**src/rtl/alu_op_decode_stage.sv**
```systemverilog
// RV32I decode stage: turns a fetched instruction into the AluOp,
// operand selects, immediate and register fields consumed by execute.
//
// Ports:
//   clk, rst             clock, asynchronous active-high reset
//   in_valid/in_ready    instr/pc handshake from fetch
//   instr, pc            raw instruction word and its address
//   flush                kill the held and the incoming instruction
//   out_valid/out_ready  decoded bundle handshake toward execute
//   alu_op, a_sel, b_sel ALU operation and operand sources
//   imm                  sign-extended immediate
//   rd, rs1, rs2         register fields
//   reg_write            instruction writes rd
//   pc_out               pc of the held instruction
//   illegal              undecodable encoding
//
// Optional feature: define DECODE_ILLEGAL_CHECK_EN to flag illegal
// encodings; otherwise illegal is tied 0.

module alu_op_decode_stage #(
    parameter int XLEN = 32
) (
    input  logic            clk,
    input  logic            rst,
    input  logic            in_valid,
    output logic            in_ready,
    input  logic [31:0]     instr,
    input  logic [XLEN-1:0] pc,
    input  logic            flush,
    output logic            out_valid,
    input  logic            out_ready,
    output logic [3:0]      alu_op,
    output logic [1:0]      a_sel,
    output logic            b_sel,
    output logic [XLEN-1:0] imm,
    output logic [4:0]      rd,
    output logic [4:0]      rs1,
    output logic [4:0]      rs2,
    output logic            reg_write,
    output logic [XLEN-1:0] pc_out,
    output logic            illegal
);

    localparam logic [6:0] OPC_OP     = 7'b0110011;
    localparam logic [6:0] OPC_OPIMM  = 7'b0010011;
    localparam logic [6:0] OPC_LOAD   = 7'b0000011;
    localparam logic [6:0] OPC_JALR   = 7'b1100111;
    localparam logic [6:0] OPC_STORE  = 7'b0100011;
    localparam logic [6:0] OPC_BRANCH = 7'b1100011;
    localparam logic [6:0] OPC_LUI    = 7'b0110111;
    localparam logic [6:0] OPC_AUIPC  = 7'b0010111;
    localparam logic [6:0] OPC_JAL    = 7'b1101111;

    localparam logic [3:0] ALU_ADD  = 4'b0000;
    localparam logic [3:0] ALU_SUB  = 4'b1000;
    localparam logic [3:0] ALU_SLT  = 4'b0010;
    localparam logic [3:0] ALU_SLTU = 4'b0011;

    logic [6:0]      w_opc;
    logic [2:0]      w_f3;
    logic [6:0]      w_f7;
    logic            w_is_op, w_is_opimm, w_is_ldjr, w_is_store;
    logic            w_is_br, w_is_lui, w_is_auipc, w_is_jal;
    logic [XLEN-1:0] w_imm_i, w_imm_s, w_imm_b, w_imm_u, w_imm_j;
    logic [3:0]      w_alu;
    logic [1:0]      w_a;
    logic            w_b;
    logic [XLEN-1:0] w_imm;
    logic            w_rw;
    logic            w_ill;
    logic            w_load;

    logic            r_valid;
    logic [3:0]      r_alu_op;
    logic [1:0]      r_a_sel;
    logic            r_b_sel;
    logic [XLEN-1:0] r_imm;
    logic [4:0]      r_rd, r_rs1, r_rs2;
    logic            r_reg_write;
    logic [XLEN-1:0] r_pc;
    logic            r_illegal;

    assign w_opc = instr[6:0];
    assign w_f3  = instr[14:12];
    assign w_f7  = instr[31:25];

    assign w_is_op    = (w_opc == OPC_OP);
    assign w_is_opimm = (w_opc == OPC_OPIMM);
    assign w_is_ldjr  = (w_opc == OPC_LOAD) || (w_opc == OPC_JALR);
    assign w_is_store = (w_opc == OPC_STORE);
    assign w_is_br    = (w_opc == OPC_BRANCH);
    assign w_is_lui   = (w_opc == OPC_LUI);
    assign w_is_auipc = (w_opc == OPC_AUIPC);
    assign w_is_jal   = (w_opc == OPC_JAL);

    assign w_imm_i = {{(XLEN-12){instr[31]}}, instr[31:20]};
    assign w_imm_s = {{(XLEN-12){instr[31]}}, instr[31:25], instr[11:7]};
    assign w_imm_b = {{(XLEN-13){instr[31]}}, instr[31], instr[7],
                      instr[30:25], instr[11:8], 1'b0};
    assign w_imm_u = {instr[31:12], 12'b0};
    assign w_imm_j = {{(XLEN-21){instr[31]}}, instr[31], instr[19:12],
                      instr[20], instr[30:21], 1'b0};

    always_comb begin
        w_alu = ALU_ADD;
        w_a   = 2'b00;
        w_b   = 1'b0;
        w_imm = '0;
        w_rw  = 1'b0;
        unique case (1'b1)
            w_is_op: begin
                w_alu = {w_f7[5], w_f3};
                w_rw  = 1'b1;
            end
            w_is_opimm: begin
                // funct7[5] only selects SRAI; shifts take a 5-bit shamt
                w_alu = {(w_f3 == 3'b101) & w_f7[5], w_f3};
                w_b   = 1'b1;
                w_rw  = 1'b1;
                if (w_f3 == 3'b001 || w_f3 == 3'b101)
                    w_imm = {{(XLEN-5){1'b0}}, instr[24:20]};
                else
                    w_imm = w_imm_i;
            end
            w_is_ldjr: begin
                w_b   = 1'b1;
                w_imm = w_imm_i;
                w_rw  = 1'b1;
            end
            w_is_store: begin
                w_b   = 1'b1;
                w_imm = w_imm_s;
            end
            w_is_br: begin
                w_imm = w_imm_b;
                case (w_f3[2:1])
                    2'b00:   w_alu = ALU_SUB;
                    2'b10:   w_alu = ALU_SLT;
                    2'b11:   w_alu = ALU_SLTU;
                    default: w_alu = ALU_ADD;
                endcase
            end
            w_is_lui: begin
                w_a   = 2'b10;
                w_b   = 1'b1;
                w_imm = w_imm_u;
                w_rw  = 1'b1;
            end
            w_is_auipc: begin
                w_a   = 2'b01;
                w_b   = 1'b1;
                w_imm = w_imm_u;
                w_rw  = 1'b1;
            end
            w_is_jal: begin
                w_a   = 2'b01;
                w_b   = 1'b1;
                w_imm = w_imm_j;
                w_rw  = 1'b1;
            end
            default: ;
        endcase
    end

`ifdef DECODE_ILLEGAL_CHECK_EN
    logic w_known;
    logic w_f7_ok;

    assign w_known = w_is_op | w_is_opimm | w_is_ldjr | w_is_store |
                     w_is_br | w_is_lui | w_is_auipc | w_is_jal;
    assign w_f7_ok = (w_f7 == 7'b0000000) || (w_f7 == 7'b0100000);

    assign w_ill = !w_known
        || (instr[1:0] != 2'b11)
        || (w_is_op && !w_f7_ok)
        || (w_is_op && w_f7 == 7'b0100000
            && w_f3 != 3'b000 && w_f3 != 3'b101)
        || (w_is_opimm && w_f3 == 3'b001 && w_f7 != 7'b0)
        || (w_is_opimm && w_f3 == 3'b101 && !w_f7_ok);
`else
    assign w_ill = 1'b0;
`endif

    assign in_ready = !r_valid || out_ready;
    assign w_load   = in_valid && in_ready;

    always_ff @(posedge clk or posedge rst) begin
        if (rst) begin
            r_valid     <= 1'b0;
            r_alu_op    <= '0;
            r_a_sel     <= '0;
            r_b_sel     <= 1'b0;
            r_imm       <= '0;
            r_rd        <= '0;
            r_rs1       <= '0;
            r_rs2       <= '0;
            r_reg_write <= 1'b0;
            r_pc        <= '0;
            r_illegal   <= 1'b0;
        end else if (flush) begin
            r_valid <= 1'b0;
        end else if (w_load) begin
            r_valid     <= 1'b1;
            r_alu_op    <= w_ill ? ALU_ADD : w_alu;
            r_a_sel     <= w_a;
            r_b_sel     <= w_b;
            r_imm       <= w_imm;
            r_rd        <= instr[11:7];
            r_rs1       <= instr[19:15];
            r_rs2       <= instr[24:20];
            r_reg_write <= w_rw & ~w_ill;
            r_pc        <= pc;
            r_illegal   <= w_ill;
        end else if (out_ready) begin
            r_valid <= 1'b0;
        end
    end

    assign out_valid = r_valid;
    assign alu_op    = r_alu_op;
    assign a_sel     = r_a_sel;
    assign b_sel     = r_b_sel;
    assign imm       = r_imm;
    assign rd        = r_rd;
    assign rs1       = r_rs1;
    assign rs2       = r_rs2;
    assign reg_write = r_reg_write;
    assign pc_out    = r_pc;
    assign illegal   = r_illegal;

endmodule

```
**config.mk**
```make
export PLATFORM = sky130hd
export DESIGN_NAME = alu_op_decode_stage
export DESIGN_NICKNAME = d
export VERILOG_FILES = /design/src/rtl/alu_op_decode_stage.sv
export SDC_FILE = /design/constraint.sdc
export NUM_CORES = 1
export LEC_CHECK = 0
export ABC_AREA = 1
export CAP_MARGIN = 20
export CORE_ASPECT_RATIO = 1.4
export CORE_MARGIN = 4
export CORE_UTILIZATION = 40
export CTS_BUF_LIST = sky130_fd_sc_hd__clkbuf_16
export CTS_CLUSTER_SIZE = 14
export DETAILED_ROUTE_END_ITERATION = 12
export PLACE_DENSITY = 0.76
export SETUP_SLACK_MARGIN = 0.1
export SLEW_MARGIN = 20
export SYNTH_ARGS = -nofsm -noshare
export SYNTH_HDL_FRONTEND = slang
export SYNTH_SLANG_ARGS = --single-unit
```
**constraint.sdc**
```tcl
create_clock -name clk -period 2.85 [get_ports clk]
set_input_delay 0.57 -clock clk [delete_from_list [all_inputs] [get_ports clk]]
set_output_delay 0.57 -clock clk [all_outputs]
set_load 0.05 [all_outputs]
```
==> results of run 1 <==
## kinds of logic after synthesis
group / after synthesis
flops: 88
buf+inv: 52
other cells: 1
simple gates: 427
compound gates: 8
## report_power, final
group	total, mW	internal [mW]	switching, mW
combinational	1.05	0.358	0.696
clock	1.15	0.671	0.477
sequential	1.44	1.37	0.0662
## Yosys cell counts (all sizes together)
| library cell | count | area [um^2] |
|---|---|---|
| nor3 | 3 | 20.0 |
| conb | 1 | 3.75 |
| or2 | 2 | 12.5 |
| dfrtp | 88 | 2200 |
| buf | 24 | 135 |
| nand3 | 55 | 285 |
| clkbuf | 6 | 22.5 |
| a31oi | 2 | 12.5 |
| nand2 | 329 | 1240 |
| inv | 22 | 82.6 |
| o31ai | 1 | 7.51 |
| a21oi | 1 | 5.00 |
| nor2 | 37 | 165 |
| o21ai | 3 | 15.0 |
| o211ai | 1 | 7.51 |
| nand3b | 1 | 11.3 |
## sequential cells by signal (all words and copies together), names as in the netlist, 2 cells and up
signal,flops
alu_op,4
rd,5
imm,32
rs1,5
rs2,5
a_sel,2
pc_out,32
## metrics by stage
step,setup WS (ns),util [%],hold WS [ns]
2_1_floorplan,0.835,-,0.633
3_3_place_gp,0.533,57.2,0.461
3_5_place_dp,0.471,57.2,0.464
4_1_cts,0.723,60.0,0.481
5_1_grt,0.679,60.0,0.499
6_report,0.747,60.0,0.475
## metal layers
layer	share of wire (%)	routed length, um	global-route usage (%)
met1	39	4880	25.7
met2	52	6460	35.5
met3	4.8	592	3.86
met4	3.7	461	10.1
met5	0	0	0
## final cells by class
| type | count | area [um^2] | area share [%] |
|---|---|---|---|
| flip-flops and latches | 88 | 2200 | 35.5 |
| clock buffers | 9 | 225 | 3.63 |
| repair buffers | 165 | 1670 | 26.8 |
| clock inverters | 7 | 63.8 | 1.03 |
| well taps | 138 | 173 | 2.78 |
| inverters | 22 | 86.3 | 1.39 |
| multi-input cells | 436 | 1790 | 28.9 |
## worst max-delay path by stage
| stage | from | end |
|---|---|---|
| floorplan | out_valid | pc_out[0] |
| global placement | instr[5] | imm[19] |
| detailed placement | instr[5] | imm[19] |
| CTS | imm[16] | imm[16] |
| global route | instr[5] | imm[19] |
| finish | imm[16] | imm[16] |
==> reports/metrics.csv, run 1 <==
stage,metric,value,unit
timing,final_max_slew_viol_count,0,
global_route,grt_start_max_net_pins,89,
layout,drive_above_1_share,6.05,%
clock_network,buffer_type_at_the_clock_tree_root,sky130_fd_sc_hd__clkbuf_16,
synthesis,synth-xor-area-share,0,%
worst_setup_path,critPathCaptureType,output pin,
route,wl_per_cell,14.3,um
hold_path,hold_path.class,reg2reg,
clock_network,tritoncts,done,
layout,n_antenna_cell,0,
clock_network,clock_sinks,88,
layout,layout.filler_cells,980,
global_route,track_usage,21.0,%
floorplan,die_w,94.9,um
clock_network,cts_repair_resize_count,0,
worst_setup_path,crit_family,buffers and inverters,
floorplan,die-area,12300,um^2
route,routed-via-count,4175,
floorplan,floorplan.rows,44,
synthesis,post_synth_mux_area_share,0,%
timing,layout_worst_path_cycle_share,73.8,%
global_route,grt_antenna_before_repair,0,
timing,max_slew.worst_pin.slew,0.579,ns
worst_setup_path,worst_ep_required_time,2.28,ns
worst_setup_path,timing.setup.critical_path_class,reg2out,
worst_setup_path,r2r_setup_slack,1.42,ns
worst_setup_path,critical-path-max-stage-delay,0.84,ns
synthesis,syn-mean-instance-area,7.35,um^2
clock_network,tritoncts.num_buffers,9,
floorplan,floorplan.core_area,10300,um^2
global_route,via_count_of_the_first_global_routing_pass,4125,
route,detailedRoute.firstIterationViolations,264,
timing,worst_clock_skew,0.00753,ns
route,total_detailed_routing_wirelength,12400,um
timing,setup_tns,0,ns
global_route,grt_pass1_wl,20200,um
job,maxCapViolations,0,
worst_setup_path,worst_r2r_startpoint,out_valid,
power,power-per-cell-area,586,nW/um^2
clock_network,cts_max_path_buffers,2,
synthesis,synth_compound_area_share,1.12,%
place,gp_congestion,0.882,
route,detail_route.vias_per_cell,4.83,
synthesis,post_synthesis_cell_count,576,
floorplan,dieHeight,130,um
layout,final_cell_mix,"324 x sky130_fd_sc_hd__nand2_1, 156 x sky130_fd_sc_hd__clkdlybuf4s50_1, 88 x sky130_fd_sc_hd__dfrtp_1",
power,peakVddDrop,0.360,mV
timing,timing.final.setup_violations,0,
synthesis,area_of_the_mapped_netlist,4230,um^2
worst_setup_path,count_of_buffer_and_inverter_cells_on_the_critical_path,1,
clock_network,insertion_delay,0.34,ns
power,total_power_of_the_final_layout,3.64,mW
worst_setup_path,critical_path_depth,1,
hold_path,hold_start,imm[24],
status,outcome,completed,
timing,final_number_of_hold_violating_endpoints,0,
clock_network,clock_pin_slew_on_the_worst_setup_and_hold_paths,0.06,ns
layout,flow.area_growth_from_synthesis,46.7,%
clock_network,postCtsSetupRepairBufs,0,
global_route,gr-total-overflow,0,
worst_setup_path,worstPathMaxFanout,2,
power,p_leak,3.28,nW
synthesis,synth_fp_nets,645,
route,ant_nets,0,
clock_network,h-tree-depth,3,
worst_setup_path,worst-r2r-cell-count,7,
worst_setup_path,cp_cell_sequence,clkdlybuf4s50_1,
hold_path,holdPathEnd,imm[24],
synthesis,seq_area_frac_synth,52.0,%
timing,maxSlewHeadroom,61.3,%
hold_path,hold-path-cell-count,2,
route,detailedRoute.firstPassIterationCount,5,
floorplan,floorplan.initialDensity,40.9,%
worst_setup_path,critical_path.startpoint_type,register,
worst_setup_path,crit_arrival,1.53,ns
worst_setup_path,critical-path-slowest-cell,sky130_fd_sc_hd__clkdlybuf4s50_1,
place,placedInstanceArea,5920,um^2
layout,design_area,6210,um^2
synthesis,ys_ff_latch,88,
route,drc,0,
timing,max_freq,475,MHz
layout,finish.net_count,791,
timing,rsz0062_at_grt,no,
timing,post-route-min-period,2.10,ns
synthesis,yosys.area_share.simple,41.1,%
place,place.detailed.instances,849,
clock_network,cts_hold_buf,0,
layout,layout_commonest_cell,sky130_fd_sc_hd__nand2_1,
synthesis,yosysWarningCount,0,
place,detailedPlacementHpwl,9110,um
place,io_buffers,157,
worst_setup_path,reg2reg_to,b_sel,
layout,layout.cells.non_filler,865,
synthesis,dominant_combinational_cell_family_by_area_after_synthesis,simple AND/OR/NAND/NOR gates,
floorplan,top_level_ports,159,
synthesis,synthAdderAreaFrac,0,%
synthesis,netlist-cell-type-count,25,
Note: power is estimated with default switching activity, not from simulation.
==> run 2: changes to the inputs <==
==> constraint.sdc (replaced) <==
create_clock -name clk -period 1.88 [get_ports clk]
set_input_delay 0.376 -clock clk [delete_from_list [all_inputs] [get_ports clk]]
set_output_delay 0.376 -clock clk [all_outputs]
set_load 0.05 [all_outputs]
==> run 2 against run 1 <==
  * Final cell count rose by 2.8%
  * Combinational power up 48%
  * Clock-buffer cell count is the same
  * Cell area grew 1.4%
  * Global-route usage fell by 0.92 points
  * Sequential share of layout area is 0.47 points lower
  * Critical path type is now in2reg
==> reports/metrics.csv, run 2 (synthesis results as in run 1) <==
stage,metric,value,unit,change
timing,timing.final.setup_violations,0,,unchanged
floorplan,top_level_ports,159,,unchanged
job,maxCapViolations,0,,unchanged
clock_network,cts_max_path_buffers,2,,unchanged
timing,maxSlewHeadroom,65.2,%,+3.9 points
place,detailedPlacementHpwl,9210,um,+1.1%
global_route,grt_start_max_net_pins,89,,unchanged
layout,finish.net_count,815,,+3.0%
floorplan,die-area,12300,um^2,unchanged
hold_path,hold_path.class,reg2reg,,
worst_setup_path,cp_cell_sequence,"clkdlybuf4s50_1, nand2_1, nor2_2, nand2_1, nor2_1, buf_6, nor2_1, nand2_1, nand2_1, nand2_1",,
timing,worst_clock_skew,0.00473,ns,-0.00281 ns
route,total_detailed_routing_wirelength,12200,um,-1.6%
timing,max_slew.worst_pin.slew,0.524,ns,-0.0554 ns
clock_network,clock_sinks,88,,unchanged
power,total_power_of_the_final_layout,5.58,mW,+53%
route,routed-via-count,4230,,+1.3%
clock_network,postCtsSetupRepairBufs,0,,unchanged
worst_setup_path,critPathCaptureType,register,,
worst_setup_path,r2r_setup_slack,0.52,ns,-0.90 ns
worst_setup_path,timing.setup.critical_path_class,in2reg,,
global_route,via_count_of_the_first_global_routing_pass,4069,,-1.4%
worst_setup_path,worst-r2r-cell-count,6,,-1
power,p_leak,3.63,nW,+10%
layout,drive_above_1_share,17.8,%,+12 points
worst_setup_path,critical-path-max-stage-delay,0.45,ns,-0.39 ns
floorplan,die_w,94.9,um,unchanged
worst_setup_path,worstPathMaxFanout,20,,+18
hold_path,hold_start,imm[5],,
timing,final_max_slew_viol_count,0,,unchanged
place,io_buffers,157,,unchanged
timing,final_number_of_hold_violating_endpoints,0,,unchanged
worst_setup_path,worst_path_most_repeated_cell,sky130_fd_sc_hd__nand2_1,,
worst_setup_path,worst_r2r_startpoint,out_valid,,
layout,multiInputGateArea,1810,um^2,+0.84%
clock_network,clock_pin_slew_on_the_worst_setup_and_hold_paths,0.06,ns,about the same
clock_network,h-tree-depth,3,,unchanged
clock_network,insertion_delay,0.34,ns,about the same
route,wl_per_cell,13.7,um,-4.3%
clock_network,buffer_type_at_the_clock_tree_root,sky130_fd_sc_hd__clkbuf_16,,
worst_setup_path,count_of_buffer_and_inverter_cells_on_the_critical_path,2,,+1
global_route,grt_pass1_wl,19300,um,-4.6%
worst_setup_path,critical_path.startpoint_type,input port,,
timing,layout_setup_ws,0.277,ns,-0.470 ns
global_route,gr-total-overflow,0,,unchanged
layout,layout_commonest_cell,sky130_fd_sc_hd__nand2_1,,
worst_setup_path,critical-path-slowest-cell,sky130_fd_sc_hd__clkdlybuf4s50_1,,
timing,layout_worst_path_cycle_share,85.3,%,
timing,rsz0062_at_grt,no,,
route,detailedRoute.firstPassIterationCount,4,,-1
floorplan,floorplan.initialDensity,40.9,%,unchanged
layout,layout.filler_cells,988,,+0.82%
route,ant_nets,0,,unchanged
place,placedInstanceArea,6000,um^2,+1.3%
timing,post-route-min-period,1.60,ns,
place,gp_congestion,0.873,,-1.0%
worst_setup_path,crit_arrival,1.88,ns,+0.35 ns
clock_network,tritoncts.num_buffers,9,,unchanged
floorplan,floorplan.rows,44,,unchanged
floorplan,dieHeight,130,um,unchanged
layout,final_cell_mix,"323 x sky130_fd_sc_hd__nand2_1, 88 x sky130_fd_sc_hd__buf_4, 87 x sky130_fd_sc_hd__dfrtp_1",,
layout,n_antenna_cell,0,,unchanged
worst_setup_path,reg2reg_to,imm[10],,
global_route,track_usage,20.1,%,-0.92 points
layout,flow.area_growth_from_synthesis,48.7,%,
worst_setup_path,crit_family,simple AND/OR/NAND/NOR gates,,
global_route,grt_antenna_before_repair,0,,unchanged
layout,design_area,6300,um^2,+1.4%
hold_path,holdPathEnd,imm[5],,
power,peakVddDrop,0.622,mV,+73%
clock_network,tritoncts,done,,
floorplan,floorplan.core_area,10300,um^2,unchanged
place,post-place-ws,-0.145,ns,-0.616 ns
layout,sequential_cell_area,2200,um^2,about the same
timing,max_freq,624,MHz,
power,power-per-cell-area,887,nW/um^2,+51%
worst_setup_path,worst_ep_required_time,2.15,ns,-0.13 ns
route,drc,0,,unchanged
route,detail_route.vias_per_cell,4.76,,-1.4%
hold_path,hold-path-cell-count,2,,unchanged
status,outcome,completed,,
route,detailedRoute.firstIterationViolations,187,,-29%
## run 2: per-stage QoR
step / std cells / utilization, % / setup TNS, ns / hold WS, ns
final: 889 / 60.8 / 0 / 0.474
after global routing: 889 / 60.8 / 0 / 0.503
after detailed placement: 873 / 57.9 / -3.43 / 0.466
after floorplan: 576 / - / 0 / 0.435
after CTS: 889 / 60.7 / 0 / 0.478
after global placement: 873 / 57.9 / -2.15 / 0.462
## run 2: worst max path at each step
stage | slack, ns | endpoint | cells after the start | start
after floorplan | 0.22 | pc_out[0] | 6 | out_valid
after global placement | -0.09 | imm[15] | 9 | instr[5]
after detailed placement | -0.14 | imm[30] | 9 | instr[5]
after CTS | 0.21 | imm[30] | 9 | instr[5]
after global routing | 0.12 | imm[31] | 10 | instr[1]
final | 0.28 | imm[30] | 10 | instr[1]
## run 2: timing repair
action | 4_1_cts | 5_1_grt
resized for setup | 25 | 4
hold buffers | 0 | 0
endpoints found under the hold margin | 0 | 0
setup endpoints to repair | 25 | 21
## run 2: where the power goes
group	leakage, nW	internal (mW)	switching (mW)
combinational	2.33	0.492	1.06
sequential	1.14	2.08	0.0984
clock	0.154	1.15	0.708
## run 2: per-layer routing
layer / track usage (%) / wire length, um / vias to the layer above
met5: 0 / 0 / -
met2: 34.2 / 6430 / 122
li1: - / - / 2102
met4: 9.52 / 432 / 0
met1: 24.4 / 4780 / 1970
met3: 3.63 / 561 / 36
## run 2: tightest hold or removal path: stages, from the launching register on
cell and delay (ns):
sky130_fd_sc_hd__dfrtp_1 0.34, sky130_fd_sc_hd__nand2_1 0.05, sky130_fd_sc_hd__nand2_1 0.05
## run 2: cell type report
| cell class | count | area share (%) |
|---|---|---|
| inverters | 22 | 1.37 |
| clock inverters | 7 | 1.37 |
| flip-flops and latches | 88 | 35.0 |
| repair buffers | 189 | 27.2 |
| clock buffers | 9 | 3.58 |
| multi-input cells | 436 | 28.7 |
| well taps | 138 | 2.74 |
==> run 3: changes to the inputs <==
--- a/config.mk
+++ b/config.mk
@@ -5,15 +5,16 @@
 export SDC_FILE = /design/constraint.sdc
 export NUM_CORES = 1
 export LEC_CHECK = 0
-export ABC_AREA = 1
 export CAP_MARGIN = 20
 export CORE_ASPECT_RATIO = 1.4
 export CORE_MARGIN = 4
-export CORE_UTILIZATION = 40
+export CORE_UTILIZATION = 39
 export CTS_BUF_LIST = sky130_fd_sc_hd__clkbuf_16
 export CTS_CLUSTER_SIZE = 14
 export DETAILED_ROUTE_END_ITERATION = 12
-export PLACE_DENSITY = 0.76
+export GPL_TIMING_DRIVEN = 0
+export HOLD_SLACK_MARGIN = 0.03
+export PLACE_DENSITY = 0.77
 export SETUP_SLACK_MARGIN = 0.1
 export SLEW_MARGIN = 20
 export SYNTH_ARGS = -nofsm -noshare
==> run 3 against run 2 <==
  * Non-clock buffer count fell by 2
  * Synthesized cell count shrank 29%
  * Highest routed layer unchanged
  * Global-route usage increased by 0.50 points
  * Critical path type unchanged
  * Total power rose by 4.6%
  * Sequential power grew 4%
  * Cell area fell by 7.2%
  * Die area shrank 6.6%
  * Final cell count decreased by 19%
==> reports/metrics.csv, run 3 <==
stage,metric,value,unit,change
synthesis,synth_top_flop_cell,sky130_fd_sc_hd__dfrtp_1,,
worst_setup_path,critical-path-max-stage-delay,0.51,ns,+0.06 ns
floorplan,floorplan.initialDensity,40.3,%,-0.60 points
worst_setup_path,crit_arrival,1.93,ns,+0.05 ns
synthesis,netlist_top_cells_area,"sky130_fd_sc_hd__dfrtp_1 57%, sky130_fd_sc_hd__nand2_1 16%, sky130_fd_sc_hd__nor2_1 3.8%",,
worst_setup_path,critPathCaptureType,register,,
synthesis,netlist-cell-type-count,43,,+72%
worst_setup_path,count_of_buffer_and_inverter_cells_on_the_critical_path,2,,unchanged
worst_setup_path,crit_family,buffers and inverters,,
global_route,grt_pass1_wl,18700,um,-3.1%
route,total_detailed_routing_wirelength,11600,um,-5.0%
clock_network,cts_max_path_buffers,2,,unchanged
worst_setup_path,cp_cell_sequence,"clkdlybuf4s50_1, nand3b_1, nand3_2, nand3_1, a21oi_1, buf_6, a211oi_2",,
floorplan,floorplan.core_area,9510,um^2,-8.1%
timing,layout_worst_path_cycle_share,90.8,%,+5.5 points
clock_network,tritoncts.num_buffers,9,,unchanged
global_route,via_count_of_the_first_global_routing_pass,3675,,-9.7%
synthesis,synth_area_leader_cell,sky130_fd_sc_hd__dfrtp_1,,
synthesis,synth_fp_nets,480,,-26%
worst_setup_path,reg2reg_to,imm[28],,
worst_setup_path,critical_path.startpoint_type,input port,,
layout,final_cell_mix,"165 x sky130_fd_sc_hd__nand2_1, 92 x sky130_fd_sc_hd__dlygate4sd2_1, 87 x sky130_fd_sc_hd__dfrtp_1",,
timing,maxSlewHeadroom,58.2,%,-7.0 points
floorplan,dieHeight,125,um,-3.4%
timing,final_max_slew_viol_count,0,,unchanged
global_route,track_usage,20.6,%,+0.50 points
place,gp_congestion,0.890,,+2.0%
route,routed-via-count,3524,,-17%
synthesis,synth.top_cells.by_count,"165 x sky130_fd_sc_hd__nand2_1, 88 x sky130_fd_sc_hd__dfrtp_1, 39 x sky130_fd_sc_hd__nor2_1, 20 x sky130_fd_sc_hd__a21oi_1, 11 x sky130_fd_sc_hd__a211oi_2",,
timing,worst_clock_skew,0.00614,ns,+0.00141 ns
worst_setup_path,worst_ep_required_time,2.10,ns,-0.05 ns
layout,layout.cells.non_filler,721,,-19%
clock_network,tritoncts,done,,
status,outcome,completed,,
layout,post-route-util,61.5,%,+0.63 points
place,place.detailed.instances,700,,-20%
floorplan,top_level_ports,159,,unchanged
timing,max_freq,586,MHz,-6.1%
route,detailedRoute.firstIterationViolations,148,,-21%
global_route,grt_start_max_net_pins,35,,-61%
route,detailedRoute.firstPassIterationCount,5,,+1
synthesis,syn-mean-instance-area,9.32,um^2,+27%
global_route,grt_antenna_before_repair,0,,unchanged
synthesis,synth.most_common_cell,sky130_fd_sc_hd__nand2_1,,
place,placedInstanceArea,5600,um^2,-6.6%
layout,multiInputGateArea,1500,um^2,-17%
layout,design_area,5850,um^2,-7.2%
worst_setup_path,worstPathMaxFanout,10,,-50%
layout,layout.filler_cells,876,,-11%
clock_network,insertion_delay,0.34,ns,about the same
layout,n_antenna_cell,0,,unchanged
worst_setup_path,worst-r2r-cell-count,7,,+1
worst_setup_path,worst_r2r_startpoint,out_valid,,
clock_network,h-tree-depth,3,,unchanged
timing,max_slew.worst_pin.slew,0.626,ns,+0.102 ns
layout,flow.area_growth_from_synthesis,52.5,%,
timing,setup_tns,0,ns,unchanged
synthesis,synth_edf_count,0,,unchanged
layout,layout_commonest_cell,sky130_fd_sc_hd__nand2_1,,
synthesis,synth_top_cell_area_share,57.5,%,+5.4 points
timing,post-route-min-period,1.71,ns,+0.104 ns
synthesis,ys_ff_latch,88,,unchanged
timing,final_number_of_hold_violating_endpoints,0,,unchanged
power,power-per-cell-area,999,nW/um^2,+13%
floorplan,floorplan.rows,42,,-4.5%
job,maxCapViolations,0,,unchanged
route,detail_route.vias_per_cell,4.89,,+2.7%
route,wl_per_cell,16.1,um,+17%
power,p_leak,2.93,nW,-19%
synthesis,post_synthesis_cell_count,411,,-29%
floorplan,die_w,91.8,um,-3.3%
clock_network,clock_sinks,88,,unchanged
timing,timing.final.setup_violations,0,,unchanged
floorplan,die-area,11500,um^2,-6.6%
worst_setup_path,critical-path-slowest-cell,sky130_fd_sc_hd__clkdlybuf4s50_1,,
layout,finish.net_count,653,,-20%
synthesis,seq_area_frac_synth,57.5,%,+5.4 points
hold_path,hold_path.class,in2reg,,
timing,rsz0062_at_grt,no,,
power,total_power_of_the_final_layout,5.84,mW,+4.6%
clock_network,cts_hold_buf,0,,unchanged
route,ant_nets,0,,unchanged
hold_path,hold-path-cell-count,3,,+1
global_route,gr-total-overflow,0,,unchanged
power,peakVddDrop,0.590,mV,-5.1%
place,detailedPlacementHpwl,8740,um,-5.2%
layout,sequential_cell_area,2200,um^2,unchanged
hold_path,hold_start,instr[5],,
synthesis,area_of_the_mapped_netlist,3830,um^2,-9.5%
synthesis,synthArstFlopShare,100,%,unchanged
synthesis,yosysWarningCount,0,,unchanged
worst_setup_path,r2r_setup_slack,0.23,ns,-0.29 ns
place,io_buffers,155,,-1.3%
worst_setup_path,timing.setup.critical_path_class,in2reg,,
route,drc,0,,unchanged
hold_path,holdPathEnd,a_sel[1],,
clock_network,buffer_type_at_the_clock_tree_root,sky130_fd_sc_hd__clkbuf_16,,
clock_network,clock_pin_slew_on_the_worst_setup_and_hold_paths,0.06,ns,about the same
layout,drive_above_1_share,11.0,%,-6.8 points
[run 3: kinds of logic after synthesis]
logic type	after synthesis	synth area share (%)
other	1	0.0978
and+or+nand+nor	235	26.1
AOI/OAI and AO/OA	58	12.2
DFF	88	57.5
buffers and inverters	29	4.21
[run 3: worst min-delay path: stages]
cell	delay, ns
sky130_fd_sc_hd__buf_4	0.16
sky130_fd_sc_hd__nand3_1	0.07
sky130_fd_sc_hd__nand2_1	0.05
[run 3: layout make-up]
class                           count  share of cell area [%]
Clock inverter                      7                    1.07
Timing Repair Buffer              162                    26.0
Multi-Input combinational cell    294                    25.6
Inverter                            4                   0.364
Sequential cell                    88                    37.7
Buffer                             25                    2.57
Clock buffer                        9                    3.85
Tap cell                          132                    2.83
[run 3: worst max path at each step]
stage,start,endpoint,slack [ns],cells past startpoint
after floorplan,out_valid,pc_out[0],0.11,7
after global placement,rst,out_valid,-0.57,2
after detailed placement,instr[6],imm[8],-0.43,5
after CTS,out_ready,in_ready,0.007,4
after global routing,instr[0],imm[20],0.10,9
final,instr[13],imm[28],0.17,7
[run 3: what timing repair did]
action / CTS / global route
buffers inserted: 3 / 1
resized for setup: 103 / 7
setup endpoints to repair: 150 / 45
gates cloned: 1 / 0
endpoints found under the hold margin: 0 / 0
pin swaps: 1 / 1
[run 3: layer usage]
layer	vias to the layer above	GRT usage [%]	part of all wire [%]
li1	1694	-	-
met1	1685	24.4	41
met2	127	35.3	53
met3	18	5.35	5.1
met4	0	8.14	1.5
met5	-	0	0
[run 3: power breakdown]
| group | total [mW] | switching (mW) | internal [mW] |
|---|---|---|---|
| sequential | 2.26 | 0.124 | 2.13 |
| clock | 1.73 | 0.711 | 1.02 |
| combinational | 1.85 | 1.33 | 0.526 |
[run 3: metrics by stage]
stage,worst slack [ns],hold slack (ns)
floorplan,0.113,0.439
detailed placement,-0.427,0.461
CTS,0.00675,0.344
finish,0.173,0.353
global route,0.101,0.344
global placement,-0.573,0.453
